==> src/rtl/ysyx_23060136_exu_div_ctrl.sv <==
// Sequencing controller for the EXU iterative divider: resolves RV64M corner cases
// locally, reuses the last quotient/remainder pair, and drives the divider handshake.
module ysyx_23060136_exu_div_ctrl #(
    parameter int TAG_W    = 5,
    parameter bit CACHE_EN = 1'b1
) (
    input  logic              clk,
    input  logic              rst,
    input  logic              flush,

    input  logic              in_valid,
    output logic              in_ready,
    input  logic [1:0]        in_op,
    input  logic              in_word,
    input  logic [63:0]       in_src1,
    input  logic [63:0]       in_src2,
    input  logic [TAG_W-1:0]  in_tag,

    output logic              out_valid,
    input  logic              out_ready,
    output logic [63:0]       out_result,
    output logic [TAG_W-1:0]  out_tag,

    output logic              div_valid,
    input  logic              div_ready,
    output logic              div_divw,
    output logic              div_signed,
    output logic [63:0]       div_dividend,
    output logic [63:0]       div_divisor,
    input  logic              div_out_valid,
    input  logic [63:0]       div_quotient,
    input  logic [63:0]       div_remainder,

    output logic [2:0]        dbg_state
);

    // Handshakes: a transfer happens on a rising clk edge where valid & ready are both
    // high; valid never waits on ready, and payload is held stable while valid is high.

    typedef enum logic [2:0] {
        S_IDLE  = 3'd0,
        S_ISSUE = 3'd1,
        S_BUSY  = 3'd2,
        S_DRAIN = 3'd3,
        S_HOLD  = 3'd4
    } state_t;

    state_t state_q, state_d;

    logic [1:0]  op_q;
    logic        word_q;
    logic [63:0] src1_q;
    logic [63:0] src2_q;

    logic        cache_valid_q;
    logic [63:0] key_src1_q;
    logic [63:0] key_src2_q;
    logic        key_word_q;
    logic        key_signed_q;
    logic [63:0] cache_quo_q;
    logic [63:0] cache_rem_q;

    logic        accept;
    logic        fast_path;
    logic        div_capture;

    logic        in_signed;
    logic        in_rem;
    logic        in_div_zero;
    logic        in_overflow;
    logic        in_hit;
    logic [63:0] in_dividend_eff;
    logic [63:0] in_corner_quo;
    logic [63:0] in_corner_rem;
    logic [63:0] in_fast_result;

    logic [63:0] div_quo_eff;
    logic [63:0] div_rem_eff;
    logic [63:0] div_result;

    function automatic logic [63:0] sext32(input logic [31:0] v);
        return {{32{v[31]}}, v};
    endfunction

    // Corner-case and cache-hit resolution on the incoming op, used at acceptance.
    always_comb begin
        in_signed       = ~in_op[0];
        in_rem          = in_op[1];
        in_dividend_eff = in_word ? sext32(in_src1[31:0]) : in_src1;
        in_div_zero     = in_word ? (in_src2[31:0] == 32'd0) : (in_src2 == 64'd0);
        in_overflow     = in_signed &
                          (in_word ? ((in_src1[31:0] == 32'h8000_0000) &&
                                      (in_src2[31:0] == 32'hFFFF_FFFF))
                                   : ((in_src1 == 64'h8000_0000_0000_0000) &&
                                      (in_src2 == 64'hFFFF_FFFF_FFFF_FFFF)));
        in_hit          = CACHE_EN && cache_valid_q &&
                          (in_src1 == key_src1_q) && (in_src2 == key_src2_q) &&
                          (in_word == key_word_q) && (in_signed == key_signed_q);

        // Divide-by-zero yields all-ones / dividend; overflow yields dividend / zero.
        in_corner_quo   = in_div_zero ? 64'hFFFF_FFFF_FFFF_FFFF : in_dividend_eff;
        in_corner_rem   = in_div_zero ? in_dividend_eff : 64'd0;

        if (in_div_zero || in_overflow) begin
            in_fast_result = in_rem ? in_corner_rem : in_corner_quo;
        end else begin
            in_fast_result = in_rem ? cache_rem_q : cache_quo_q;
        end
    end

    // Divider results in word mode keep only the low word, sign-extended.
    always_comb begin
        div_quo_eff = word_q ? sext32(div_quotient[31:0])  : div_quotient;
        div_rem_eff = word_q ? sext32(div_remainder[31:0]) : div_remainder;
        div_result  = op_q[1] ? div_rem_eff : div_quo_eff;
    end

    always_ff @(posedge clk) begin
        if (!rst) begin
            state_q <= S_IDLE;
        end else begin
            state_q <= state_d;
        end
    end

    always_comb begin
        state_d     = state_q;
        accept      = 1'b0;
        fast_path   = 1'b0;
        div_capture = 1'b0;
        in_ready    = (state_q == S_IDLE) & ~flush;
        div_valid   = (state_q == S_ISSUE) & ~flush;
        out_valid   = (state_q == S_HOLD) & ~flush;

        case (state_q)
            S_IDLE: begin
                if (in_valid && in_ready) begin
                    accept = 1'b1;
                    if (in_div_zero || in_overflow || in_hit) begin
                        fast_path = 1'b1;
                        state_d   = S_HOLD;
                    end else begin
                        state_d   = S_ISSUE;
                    end
                end
            end
            S_ISSUE: begin
                if (flush) begin
                    state_d = S_IDLE;
                end else if (div_ready) begin
                    state_d = S_BUSY;
                end
            end
            S_BUSY: begin
                // The divider cannot be aborted, so a flush here must drain its result.
                if (div_out_valid) begin
                    if (flush) begin
                        state_d = S_IDLE;
                    end else begin
                        div_capture = 1'b1;
                        state_d     = S_HOLD;
                    end
                end else if (flush) begin
                    state_d = S_DRAIN;
                end
            end
            S_DRAIN: begin
                if (div_out_valid) begin
                    state_d = S_IDLE;
                end
            end
            S_HOLD: begin
                if (flush || out_ready) begin
                    state_d = S_IDLE;
                end
            end
            default: state_d = S_IDLE;
        endcase
    end

    always_ff @(posedge clk) begin
        if (!rst) begin
            op_q          <= 2'd0;
            word_q        <= 1'b0;
            src1_q        <= 64'd0;
            src2_q        <= 64'd0;
            out_result    <= 64'd0;
            out_tag       <= '0;
            cache_valid_q <= 1'b0;
            key_src1_q    <= 64'd0;
            key_src2_q    <= 64'd0;
            key_word_q    <= 1'b0;
            key_signed_q  <= 1'b0;
            cache_quo_q   <= 64'd0;
            cache_rem_q   <= 64'd0;
        end else begin
            if (accept) begin
                op_q    <= in_op;
                word_q  <= in_word;
                src1_q  <= in_src1;
                src2_q  <= in_src2;
                out_tag <= in_tag;
            end
            if (fast_path) begin
                out_result <= in_fast_result;
            end
            if (div_capture) begin
                out_result    <= div_result;
                cache_valid_q <= 1'b1;
                key_src1_q    <= src1_q;
                key_src2_q    <= src2_q;
                key_word_q    <= word_q;
                key_signed_q  <= ~op_q[0];
                cache_quo_q   <= div_quo_eff;
                cache_rem_q   <= div_rem_eff;
            end
        end
    end

    assign div_divw     = word_q;
    assign div_signed   = ~op_q[0];
    assign div_dividend = src1_q;
    assign div_divisor  = src2_q;
    assign dbg_state    = state_q;

endmodule

==> config.mk <==
export PLATFORM = sky130hd
export DESIGN_NAME = ysyx_23060136_exu_div_ctrl
export DESIGN_NICKNAME = d
export VERILOG_FILES = /design/src/rtl/ysyx_23060136_exu_div_ctrl.sv
export SDC_FILE = /design/constraint.sdc
export NUM_CORES = 1
export LEC_CHECK = 0
export ABC_AREA = 1
export CAP_MARGIN = 20
export CORE_UTILIZATION = 35
export DETAILED_ROUTE_END_ITERATION = 12
export MAX_ROUTING_LAYER = met4
export PLACE_DENSITY = 0.61
export SYNTH_ARGS = -nofsm -noshare
export SYNTH_HDL_FRONTEND = slang
export SYNTH_SLANG_ARGS = --single-unit
==> constraint.sdc <==
create_clock -name clk -period 4.4 [get_ports clk]
set_clock_uncertainty 0.15 [all_clocks]
set_input_delay 1.1 -clock clk [delete_from_list [all_inputs] [get_ports clk]]
set_output_delay 1.1 -clock clk [all_outputs]
set_load 0.01 [all_outputs]
==> out/metrics.yaml <==
viasPerCell: 5.01
grt_use_total_pct: 26.3
worst_slack_ns: 0.544
core_um2: 65900
ant_nets: 0
dieHeight_um: 260
ys_types: 30
grt-ovfl-total: 0
synth_compound_area_share_pct: 17.9
cts-htree-levels: 2
synth_xor_area_share_pct: 1.91
cp.required_ns: 3.15
pin_count: 476
slew_violations: 0
clock_sinks: 462
crit_path_end_kind: "output port"
most-common-layout-cells: "nand2_1, clkdlybuf4s50_1, nor2_1"
dr.pass1.iters: 5
syn_to_final_growth_pct: 30.7
synth_seq_cells: 462
die_x_um: 260
synth.mux.area_fraction_pct: 1.37
clockBufferDepth: 3
path_max_fanout: 4
start_util_pct: 35.4
syn-num-nets: 3889
cts_setup_buffers: 0
portBuffers: 475
cts_resized: 0
dieArea_um2: 67700
synth_fa_ha_area_share_pct: 0
drtIter0Drc: 1980
rsz0062_at_grt: "false"
startpoint: "flush"
finalCriticalPeriod_ns: 3.86
maxSlewHeadroom_pct: 36.6
setup_violations: 0
cpMostUsedCell: "clkdlybuf4s50_1"
vias: 24357
final_cells: 4861
hpwl_um: 60800
yosysSeqAreaShare_pct: 39.6
fin_setup_tns_ns: 0
preCtsSetupSlack_ns: 0.243
wl_um: 89100
synth_area_um2: 23300
insertion_delay_ns: 0.60
worstPathArrival_ns: 2.61
post-route-drc-count: 0
max-cap-violations: 0
hp-start: "op_q[0]$_SDFFE_PN0P_"
fmax_mhz: 259
layout.nets: 4216
placedCellCount: 4754
std_cell_rows: 94
wl_per_cell_um: 18.3
leakagePower_nw: 13.2
cts_buffers: 53
grt_max_degree: 171
finalWeightedCongestion: 0.898
postCtsHoldBufs: 0
slowest_stage: "clkdlybuf4s50_1"
status: "complete, no violations"
start_kind: "input pin"
final_layout_size_suffix_gt1_share_pct: 4.27
peakVddDrop_mv: 0.294
fin_total_pwr_w: 0.0103
hp-class: "reg -> reg"
cts_tree: "yes"
synth_top_family_by_area: "simple AND/OR/NAND/NOR gates"
hold_violations: 0
netlist_instances: 3618
final_core_util_pct: 46.3
synth-simple-area-share_pct: 29.3
grt_first_pass_wirelength_um: 135000
period_share_pct: 87.6
slowest_delay_ns: 0.59
crit_path_cell_trace: "clkdlybuf4s50_1 > nor2_1 > inv_1 > nor3_1 > clkdlybuf4s50_1"
root_buffer: "clkbuf_16"
r2r_start: "key_src1_q[24]$_SDFFE_PN0P_"
powerDensity_nw_per_um2: 337
synth_warnings: 0
tightest_slew_ns: 0.951
antenna_found_initial: 13
syn_area_per_cell_um2: 6.45
final_common_cell: "nand2_1"
path_clk_slew_ns: 0.06
path_class: "in -> out"
first_global_vias: 22566
-- final cells by class --
class	instances	area, um^2
Antenna cell	12	30.0
Clock buffer	76	1530
Clock inverter	19	181
Fill cell	6854	35400
Inverter	309	1170
Multi-Input combinational cell	2590	11800
Sequential cell	462	9250
Tap cell	864	1080
Timing Repair Buffer	529	5430
-- kinds of logic after synthesis --
family                    after synthesis
and+or+nand+nor                      1685
DFF                                   462
muxes                                  32
xor gates and xnor gates               51
AOI/OAI and AO/OA                     822
buffers and inverters                 566
-- cells in the mapped netlist --
| library cell | count | area share (%) |
|---|---|---|
| buf_6 | 13 | 0.63 |
| nor2_1 | 465 | 7.5 |
| xnor2_1 | 38 | 1.4 |
| o22ai_1 | 4 | 0.11 |
| nand3_1 | 298 | 6.4 |
| buf_2 | 45 | 0.97 |
| mux2i_1 | 32 | 1.4 |
| nand3_2 | 9 | 0.39 |
| o21ai_1 | 3 | 0.064 |
| nor3_1 | 4 | 0.086 |
| nor3_4 | 1 | 0.070 |
| a21oi_1 | 369 | 7.9 |
| nand4_1 | 24 | 0.64 |
| clkbuf_1 | 176 | 2.8 |
| nand2_1 | 878 | 14 |
| inv_2 | 10 | 0.16 |
| o21ai_0 | 407 | 8.7 |
| a31oi_1 | 33 | 0.88 |
| nor4_1 | 2 | 0.054 |
| inv_1 | 293 | 4.7 |
| buf_4 | 3 | 0.097 |
| nand2_2 | 2 | 0.054 |
| buf_1 | 20 | 0.32 |
| or2_1 | 1 | 0.027 |
| nor2_2 | 1 | 0.027 |
| dfxtp_1 | 462 | 40 |
| xor2_1 | 13 | 0.49 |
| o2111ai_1 | 1 | 0.038 |
| clkinv_1 | 6 | 0.097 |
| o211ai_1 | 5 | 0.16 |
-- worst max-delay path, delay by kind of cell --
kind	cells	cell delay [ns]
buffers and inverters	3	1.15
AND/OR/NAND/NOR	2	0.35
-- report_power, final --
| part | switching [W] | leakage [nW] | total [W] | internal, W |
|---|---|---|---|---|
| sequential | 0.000101 | 3.74 | 0.00441 | 0.00431 |
| combinational | 0.000824 | 8.57 | 0.00145 | 0.000628 |
| clock | 0.00184 | 0.860 | 0.00443 | 0.00259 |
-- per-stage QoR --
step | area [um^2] | hold WS, ns
3_3_place_gp | 28700 | 0.270
5_1_grt | 30500 | 0.304
3_5_place_dp | 28700 | 0.279
4_1_cts | 30500 | 0.278
2_1_floorplan | 23300 | 0.256
6_report | 30500 | 0.285
-- registers in the layout (all words and copies together) (netlist names), 2 cells and up --
name,flops
key_src2_q,64
op_q,2
out_result,64
dbg_state,3
key_src1_q,64
div_dividend,64
out_tag,5
cache_rem_q,64
div_divisor,64
cache_quo_q,64
-- metal layers --
metal,vias up,share of wire [%],GRT usage [%]
met2,676,48,43.3
met4,0,3.0,8.71
met1,11219,43,32.4
li1,12333,-,-
met5,-,0,-
met3,129,6.0,4.38
-- worst paths after layout --
kind                            slack, ns                     endpoint  cells past startpoint
worst max-delay path                 0.54                    out_valid                      5
worst min-delay path                 0.29    key_signed_q$_SDFFE_PN0P_                      1
worst min register to register       0.29    key_signed_q$_SDFFE_PN0P_                      1
worst max register to register       1.60  out_result[24]$_SDFFE_PN0P_                     15
No activity file was read; power rests on OpenSTA's default activity.
